### config.mk
export PLATFORM = sky130hd
export DESIGN_NAME = wishbone_master_flat
export DESIGN_NICKNAME = d
export VERILOG_FILES = /design/src/rtl/wishbone_master_if.sv /design/src/rtl/wishbone_master.sv /design/src/flat_wrapper.sv
export SDC_FILE = /design/constraint.sdc
export NUM_CORES = 1
export LEC_CHECK = 0
export ABC_CLOCK_PERIOD_IN_PS = 3300
export CAP_MARGIN = 30
export CORE_MARGIN = 3
export CORE_UTILIZATION = 50
export DETAILED_ROUTE_END_ITERATION = 8
export GPL_ROUTABILITY_DRIVEN = 0
export PLACE_DENSITY_LB_ADDON = 0.12
export SYNTH_ARGS = -nofsm -noshare
export SYNTH_HDL_FRONTEND = slang
export SYNTH_SLANG_ARGS = --single-unit
### constraint.sdc
create_clock -name clk_i -period 3.3 [get_ports clk_i]
set_input_delay 0.66 -clock clk_i [delete_from_list [all_inputs] [get_ports clk_i]]
set_output_delay 0.66 -clock clk_i [all_outputs]
set_load 0.1 [all_outputs]
### src/rtl/wishbone_master_if.sv
// Client request/response and Wishbone classic bus signals of wishbone_master.
// The master modport is the engine's view; the slave modport is the client/bus side.
interface wishbone_master_if;
  logic        req_i;
  logic        req_we_i;
  logic [15:0] req_adr_i;
  logic [3:0]  req_len_i;
  logic [7:0]  req_dat_i;
  logic        busy_o;
  logic        beat_o;
  logic [3:0]  beat_cnt_o;
  logic [7:0]  rd_dat_o;
  logic        done_o;
  logic        err_o;
  logic        cyc_o;
  logic        stb_o;
  logic        we_o;
  logic [15:0] adr_o;
  logic [7:0]  dat_o;
  logic [7:0]  dat_i;
  logic        ack_i;

  modport master (
    input  req_i, req_we_i, req_adr_i, req_len_i, req_dat_i, dat_i, ack_i,
    output busy_o, beat_o, beat_cnt_o, rd_dat_o, done_o, err_o,
           cyc_o, stb_o, we_o, adr_o, dat_o
  );

  modport slave (
    output req_i, req_we_i, req_adr_i, req_len_i, req_dat_i, dat_i, ack_i,
    input  busy_o, beat_o, beat_cnt_o, rd_dat_o, done_o, err_o,
           cyc_o, stb_o, we_o, adr_o, dat_o
  );
endinterface

### src/rtl/wishbone_master.sv
// Wishbone classic burst master: 1-16 sequential byte beats with incrementing
// address, one-cycle gap between beats, and a per-beat acknowledge timeout.
module wishbone_master #(
  parameter int TIMEOUT = 16
) (
  input logic               clk_i,
  input logic               rst_i,
  wishbone_master_if.master bus
);
  localparam int TW = $clog2(TIMEOUT + 1);

  typedef enum logic [1:0] {
    IDLE   = 2'd0,
    ACTIVE = 2'd1,
    GAP    = 2'd2
  } state_t;

  state_t          state_r,    state_nxt_s;
  logic            we_r,       we_nxt_s;
  logic [3:0]      len_r,      len_nxt_s;
  logic [3:0]      cnt_r,      cnt_nxt_s;
  logic [TW-1:0]   tmo_r,      tmo_nxt_s;
  logic [15:0]     adr_r,      adr_nxt_s;
  logic [7:0]      dat_r,      dat_nxt_s;
  logic [7:0]      rd_dat_r,   rd_dat_nxt_s;
  logic            beat_r,     beat_nxt_s;
  logic            done_r,     done_nxt_s;
  logic            err_r,      err_nxt_s;
  logic            ack_s;

  // Floating or unknown acknowledge from an undecoded slave is not an acknowledge.
  assign ack_s = (bus.ack_i === 1'b1);

  // Next-state and next-register logic for the beat sequencer.
  always_comb begin
    state_nxt_s  = state_r;
    we_nxt_s     = we_r;
    len_nxt_s    = len_r;
    cnt_nxt_s    = cnt_r;
    tmo_nxt_s    = tmo_r;
    adr_nxt_s    = adr_r;
    dat_nxt_s    = dat_r;
    rd_dat_nxt_s = rd_dat_r;
    beat_nxt_s   = 1'b0;
    done_nxt_s   = 1'b0;
    err_nxt_s    = 1'b0;
    case (state_r)
      IDLE: begin
        if (bus.req_i) begin
          state_nxt_s = ACTIVE;
          we_nxt_s    = bus.req_we_i;
          adr_nxt_s   = bus.req_adr_i;
          len_nxt_s   = bus.req_len_i;
          dat_nxt_s   = bus.req_dat_i;
          cnt_nxt_s   = 4'd0;
          tmo_nxt_s   = {TW{1'b0}};
        end else begin
          state_nxt_s = IDLE;
        end
      end
      ACTIVE: begin
        if (ack_s) begin
          beat_nxt_s = 1'b1;
          tmo_nxt_s  = {TW{1'b0}};
          if (!we_r) begin
            rd_dat_nxt_s = bus.dat_i;
          end else begin
            rd_dat_nxt_s = rd_dat_r;
          end
          // Count returns to 0 so an idle client sees beat 0 as the next index.
          if (cnt_r == len_r) begin
            state_nxt_s = IDLE;
            done_nxt_s  = 1'b1;
            cnt_nxt_s   = 4'd0;
          end else begin
            state_nxt_s = GAP;
            cnt_nxt_s   = cnt_r + 4'd1;
            adr_nxt_s   = adr_r + 16'd1;
          end
        end else if (tmo_r == TW'(TIMEOUT - 1)) begin
          state_nxt_s = IDLE;
          err_nxt_s   = 1'b1;
          cnt_nxt_s   = 4'd0;
        end else begin
          tmo_nxt_s = tmo_r + TW'(1);
        end
      end
      GAP: begin
        state_nxt_s = ACTIVE;
        dat_nxt_s   = bus.req_dat_i;
        tmo_nxt_s   = {TW{1'b0}};
      end
      default: begin
        state_nxt_s = IDLE;
        cnt_nxt_s   = 4'd0;
      end
    endcase
  end

  // State register.
  always_ff @(posedge clk_i or posedge rst_i) begin
    if (rst_i) begin
      state_r <= IDLE;
    end else begin
      state_r <= state_nxt_s;
    end
  end

  // Datapath and pulse registers.
  always_ff @(posedge clk_i or posedge rst_i) begin
    if (rst_i) begin
      we_r     <= 1'b0;
      len_r    <= 4'd0;
      cnt_r    <= 4'd0;
      tmo_r    <= {TW{1'b0}};
      adr_r    <= 16'h0000;
      dat_r    <= 8'h00;
      rd_dat_r <= 8'h00;
      beat_r   <= 1'b0;
      done_r   <= 1'b0;
      err_r    <= 1'b0;
    end else begin
      we_r     <= we_nxt_s;
      len_r    <= len_nxt_s;
      cnt_r    <= cnt_nxt_s;
      tmo_r    <= tmo_nxt_s;
      adr_r    <= adr_nxt_s;
      dat_r    <= dat_nxt_s;
      rd_dat_r <= rd_dat_nxt_s;
      beat_r   <= beat_nxt_s;
      done_r   <= done_nxt_s;
      err_r    <= err_nxt_s;
    end
  end

  assign bus.busy_o     = (state_r != IDLE);
  assign bus.cyc_o      = (state_r != IDLE);
  assign bus.stb_o      = (state_r == ACTIVE);
  assign bus.we_o       = we_r;
  assign bus.adr_o      = adr_r;
  assign bus.dat_o      = dat_r;
  assign bus.rd_dat_o   = rd_dat_r;
  assign bus.beat_o     = beat_r;
  assign bus.beat_cnt_o = cnt_r;
  assign bus.done_o     = done_r;
  assign bus.err_o      = err_r;
endmodule

### src/flat_wrapper.sv
// flat-port wrapper written by rule: the top's interface ports become plain ports
module wishbone_master_flat 
#(
  parameter int TIMEOUT = 16
)
  (clk_i, rst_i, bus_req_i, bus_req_we_i, bus_req_adr_i, bus_req_len_i, bus_req_dat_i, bus_dat_i, bus_ack_i, bus_busy_o, bus_beat_o, bus_beat_cnt_o, bus_rd_dat_o, bus_done_o, bus_err_o, bus_cyc_o, bus_stb_o, bus_we_o, bus_adr_o, bus_dat_o);
  wishbone_master_if bus_i ();
  input logic clk_i;
  input logic rst_i;
  input wire logic [$bits(bus_i.req_i)-1:0] bus_req_i;
  input wire logic [$bits(bus_i.req_we_i)-1:0] bus_req_we_i;
  input wire logic [$bits(bus_i.req_adr_i)-1:0] bus_req_adr_i;
  input wire logic [$bits(bus_i.req_len_i)-1:0] bus_req_len_i;
  input wire logic [$bits(bus_i.req_dat_i)-1:0] bus_req_dat_i;
  input wire logic [$bits(bus_i.dat_i)-1:0] bus_dat_i;
  input wire logic [$bits(bus_i.ack_i)-1:0] bus_ack_i;
  output wire logic [$bits(bus_i.busy_o)-1:0] bus_busy_o;
  output wire logic [$bits(bus_i.beat_o)-1:0] bus_beat_o;
  output wire logic [$bits(bus_i.beat_cnt_o)-1:0] bus_beat_cnt_o;
  output wire logic [$bits(bus_i.rd_dat_o)-1:0] bus_rd_dat_o;
  output wire logic [$bits(bus_i.done_o)-1:0] bus_done_o;
  output wire logic [$bits(bus_i.err_o)-1:0] bus_err_o;
  output wire logic [$bits(bus_i.cyc_o)-1:0] bus_cyc_o;
  output wire logic [$bits(bus_i.stb_o)-1:0] bus_stb_o;
  output wire logic [$bits(bus_i.we_o)-1:0] bus_we_o;
  output wire logic [$bits(bus_i.adr_o)-1:0] bus_adr_o;
  output wire logic [$bits(bus_i.dat_o)-1:0] bus_dat_o;
  assign bus_i.req_i = bus_req_i;
  assign bus_i.req_we_i = bus_req_we_i;
  assign bus_i.req_adr_i = bus_req_adr_i;
  assign bus_i.req_len_i = bus_req_len_i;
  assign bus_i.req_dat_i = bus_req_dat_i;
  assign bus_i.dat_i = bus_dat_i;
  assign bus_i.ack_i = bus_ack_i;
  assign bus_busy_o = bus_i.busy_o;
  assign bus_beat_o = bus_i.beat_o;
  assign bus_beat_cnt_o = bus_i.beat_cnt_o;
  assign bus_rd_dat_o = bus_i.rd_dat_o;
  assign bus_done_o = bus_i.done_o;
  assign bus_err_o = bus_i.err_o;
  assign bus_cyc_o = bus_i.cyc_o;
  assign bus_stb_o = bus_i.stb_o;
  assign bus_we_o = bus_i.we_o;
  assign bus_adr_o = bus_i.adr_o;
  assign bus_dat_o = bus_i.dat_o;
  wishbone_master #(.TIMEOUT(TIMEOUT)) u_core (.clk_i(clk_i), .rst_i(rst_i), .bus(bus_i));
endmodule
# == Yosys cells after proc, flatten, opt, wreduce, memory -nomap -nowiden ==
# Index checks and enable logic that the tools add are counted.
# word_totals
reg_bits,51
latchBits,0
ram_bits,0
mem_bits_ro,0
in_bits,41
output_inout_bits,43
wordCells,65
memories,0
# op_classes
add_sub_neg,3
mul,0
div,0
magnitude_cmp,0
n_eq_ne,10
shifts,0
muxes,28
n_bitwise,2
reduce_logical,11
# op_table
operator,count
$mux 16,3
$pmux 16 s2,1
$add 16x1->16 const B,1
$mux 4,4
$pmux 8 s2,1
$mux 5,3
$pmux 5 s3,1
$pmux 4 s3,1
$mux 1,9
$reduce_and 3->1,3
$mux 8,1
$mux 2,3
$pmux 2 s3,1
$reduce_bool 2->1,3
$add 5x1->5 const B,1
$eq 5x4->1 const B,1
$add 4x1->4 const B,1
$eq 4x4->1,1
$ne 2x2->1 const B,2
$reduce_and 2->1,2
$reduce_and 4->1,1
$ne 3x1->1 const B,1
$ne 3x2->1 const B,1
$reduce_bool 3->1,1
other kinds (6),7

# == Depth between registers and ports, before layout ==
# logic_depth
word_depth,4
mapped_depth,7
depth_no_buf,7

# == Least setup slack after synthesis ==
# Ideal clock, no wire load.
# synth_timing
kind,register to register
start,register u_core.adr_r[0] (netlist: u_core.bus.adr_o[0])
end,register u_core.adr_r[14] (netlist: u_core.bus.adr_o[14])
setup_time_ns,0.125
arrival_time_ns,2.093
required_time_ns,3.175
path_slack_ns,1.082
stages_incl_launch_ff,6
n_path_buf,0
period_less_slack_ns,2.218
path_cell_list,dfrtp_1 > ha_1 > nand4_1 > nor4_1 > o22ai_1 > o2bb2ai_1
# synth_via
elab_chain_cells,4
# synth_lines
item,line,source
start: declaration,wishbone_master.sv:23,"logic [15:0] adr_r, adr_nxt_s;"
start signal: assignment,wishbone_master.sv:127,adr_r <= adr_nxt_s;
$add 16x1->16,wishbone_master.sv:78,adr_nxt_s = adr_r + 16'd1;
$mux 16,wishbone_master.sv:71,if (cnt_r == len_r) begin
$mux 16,wishbone_master.sv:62,if (ack_s) begin
$pmux 16 s2,wishbone_master.sv:47,case (state_r)
# No other way between the ends. The select of a mux whose other input is x is not followed.
# A chain may end at the register's enable or synchronous reset.

# == Worst setup path after layout ==
# layout_timing
start,register u_core.state_r[0]
end,output port bus_stb_o
# layout_via
elab_chain_cells,1
# layout_lines
item,line,source
start: declaration,wishbone_master.sv:18,"state_t state_r, state_nxt_s;"
start signal: assignment,wishbone_master.sv:105,state_r <= state_nxt_s;
$eq 2x1->1,wishbone_master.sv:138,assign bus.stb_o = (state_r == ACTIVE);
end: declaration,flat_wrapper.sv:24,output wire logic [$bits(bus_i.stb_o)-1:0] bus_stb_o;
# No other way between the ends.

==> results.md <==
- Outcome: finished clean
- Slew Viols, Final: 0
- Post-Syn Instances: between 200 and 300
- Antenna violations before repair: 0
- Post-synth top flop: dfrtp_1
- Max stage delay cell, worst path: dfrtp_1
- Yosys warns: 0
- Worst skew pair latency: 320 ps
- Post-CTS sizing: 0
- Cell Rows: 25
- Finished Layout Cells: 403
- Post-DP Area: 0.003390 mm²
- Slew @ Worst Pin: 558.1 ps
- Worst slew margin: 0.6271
- Post-synth net total: around 300
- DIE HEIGHT: 78.18 µm
- Crit path max fanout: 11
- Routed Antenna Nets: 0
- Fin crit share: 0.6805
- Most frequent cells in the layout: 51 x dfrtp_1, 47 x buf_4, 40 x clkdlybuf4s50_1
- Ant diodes: 0
- Drt total wl: 6640 µm
- 1st-iter DRT viols: 234
- Sequential area share after synthesis: 0.4899
- Setup tns final: 0 ps
- Core ar.: between 0.004 and 0.005 mm²
- Register area: 0.001276 mm²
- Clock buffer depth: 2
- F_max: 445.3 MHz
- Area growth syn-to-layout: 33.91%
- Multi-input gate area in the final layout: between 0.001 and 0.0015 mm²
- FF-to-FF End: u_core.bus.beat_cnt_o[3]
- Hold path cells: 2
- TritonCTS buffer count: 5
- Post-synth EDFFs: 0
- Design Area, Final: about 0.0035 mm²
- Total track usage: 0.2283
- Startpoint types: register
- Min Tclk post-route: about 2200 ps
- Cells after DPL: between 300 and 400
- Commonest non-fill, non-tap cell in the layout: dfrtp_1
- Vias in the first global route: 2,172
- Worst Hold End: u_core.len_r[1]
- Port Buffer Count: 83
- Initial core utilization: 0.5338
- Die area: around 0.0061 mm²
- Hold Crit Start: u_core.len_r[1]
- CP cell instances: nand2b_1 > inv_1 > buf_12
- FF-to-FF setup slack: 1130 ps
- Netlist cell types: between 40 and 50
- Path type of the worst min-delay path: reg2reg
- Critical path arrival: about 1600 ps
- CTS tree: done
- RSZ-0062 raised after global routing: no
- Via/cell ratio: approximately 5.6
- Die X: 78.18 µm
- # H-tree levels: 2
- Max-capacitance violation count: 0
- Detailed Routing Iterations Pass 1: 4
- Setup bufs post-CTS: 0
- CP max stage delay: between 500 and 600 ps
- Worst R2R Start: u_core.tmo_r[0]
- Remaining Overflow, GRT: 0
- CP required: 2640 ps
- Final Hold Viols: 0
- Final clock skew: 6.993 ps
- Pin count of the biggest net entering global routing: 42
- Ports: 84
- Flip-flop and latch count after synthesis: 51
- Post-DR wirelength/cell: 16.48 µm
- Root Buffer: clkbuf_8
- Setup CP Type: reg2out
- First-pass GRT wire length: 10,920 µm
- Layout cells sized above 1: 0.2470
- Clock Sinks: between 50 and 60
- Drc violations: 0
- Avg Synthesized Cell Area: 10.34 µm²
- Synth async-reset ratio: 1.000
- Final setup violation count: 0
- Final nets: 380
- Dpl hpwl: around 5000 µm
- CP endpoint kind: primary output
- Clock transition at path regs: 100 ps
- Mapped cell area: 0.002605 mm²
- R2R depth: 7
- Fillers: 395
- Total number of vias: 2,253
- CTS Hold Buffers Added: 0
[area by class of cell]
class	instances	area share
multi-input cells	172	0.3404
flip-flops and latches	51	0.3659
repair buffers	88	0.2217
clock inverters	2	0.004663
clock buffers	6	0.02367
well taps	67	0.02403
inverters	17	0.01973
[per-layer routing]
metal  vias to the layer above  share of wire  track usage
li1                       1084              -            -
met1                      1081           0.43       0.3012
met2                        80           0.50       0.3913
met3                         8          0.051      0.03784
met4                         0          0.012      0.05944
met5                         -              0            0
[kinds of logic (layout without fill, tap and decap cells)]
| kind of cell | Yosys count | count (layout) | share of synthesized area |
|---|---|---|---|
| and+or+nand+nor | 82 | 82 | 0.1667 |
| AOI/OAI and AO/OA | 62 | 62 | 0.1729 |
| DFF | 51 | 51 | 0.4899 |
| buffers and inverters | 29 | 113 | 0.05427 |
| muxes | 18 | 18 | 0.07685 |
| xor gates and xnor gates | 6 | 6 | 0.02017 |
| adders and majority gates | 4 | 4 | 0.01921 |
[per-stage QoR]
step | util | setup WS (ps) | hold WS (ps)
6_report | 0.7149 | 1054 | 506.8
5_1_grt | 0.7149 | 946.9 | 544.0
4_1_cts | 0.7149 | 1048 | 509.6
3_5_place_dp | 0.6946 | 950.5 | 486.4
3_3_place_gp | 0.6946 | 1035 | 467.1
2_1_floorplan | - | 1082 | 449.8
[worst max path at each step]
stage / start / end / slack [ps] / cells after the start
final: u_core.state_r[0] / bus_stb_o / 1050 / 3
after global routing: u_core.tmo_r[0] / u_core.bus.beat_cnt_o[3] / 950 / 7
after CTS: u_core.state_r[0] / bus_stb_o / 1050 / 3
after detailed placement: bus_ack_i / u_core.bus.adr_o[15] / 950 / 6
after global placement: bus_req_i / u_core.bus.beat_cnt_o[3] / 1040 / 6
after floorplan: u_core.bus.adr_o[0] / u_core.bus.adr_o[14] / 1080 / 5
[worst max-delay path, delay by kind of cell (launching register included)]
| kind | cells | cell delay [ps] |
|---|---|---|
| flops | 1 | 590 |
| buf+inv | 2 | 550 |
| simple gates | 1 | 130 |
[flip-flops by register name (all words and copies together) (netlist names)]
| signal | cells |
|---|---|
| u_core.bus.adr_o | 16 |
| u_core.bus.dat_o | 8 |
| u_core.bus.rd_dat_o | 8 |
| u_core.tmo_r | 5 |
| u_core.bus.beat_cnt_o | 4 |
| u_core.len_r | 4 |
| u_core.state_r | 2 |
| u_core.bus.beat_o | 1 |
| u_core.bus.done_o | 1 |
| u_core.bus.err_o | 1 |
| u_core.bus.we_o | 1 |
[cell usage after synthesis, types with 2 or more instances]
library cell | instances | area, µm²
a21oi_1 | 7 | 35.03
a2bb2oi_1 | 4 | 35.03
buf_4 | 3 | 22.52
a32o_1 | 2 | 20.02
nor3_1 | 4 | 20.02
mux2i_1 | 2 | 20.02
o22ai_1 | 9 | 56.30
a31oi_1 | 5 | 31.28
xnor2_1 | 6 | 52.55
mux2_2 | 16 | 180.2
and3_1 | 4 | 25.02
o31a_1 | 2 | 17.52
and2_1 | 2 | 12.51
nand3_1 | 5 | 25.02
nand2_1 | 32 | 120.1
inv_1 | 16 | 60.06
a22oi_1 | 6 | 45.04
nor2_2 | 2 | 12.51
ha_1 | 4 | 50.05
o21ai_0 | 12 | 60.06
nand2b_1 | 4 | 25.02
o2bb2ai_1 | 3 | 26.28
nand4_1 | 5 | 31.28
dfrtp_1 | 51 | 1276
a22o_1 | 3 | 26.28
nand4b_1 | 2 | 17.52
nor4_1 | 4 | 25.02
buf_2 | 6 | 30.03
nor2_1 | 11 | 41.29
o22a_1 | 2 | 17.52
Power is left out: the tool's default activity adds up to more than one toggle a clock period on the data nets, which glitch-free logic cannot reach.
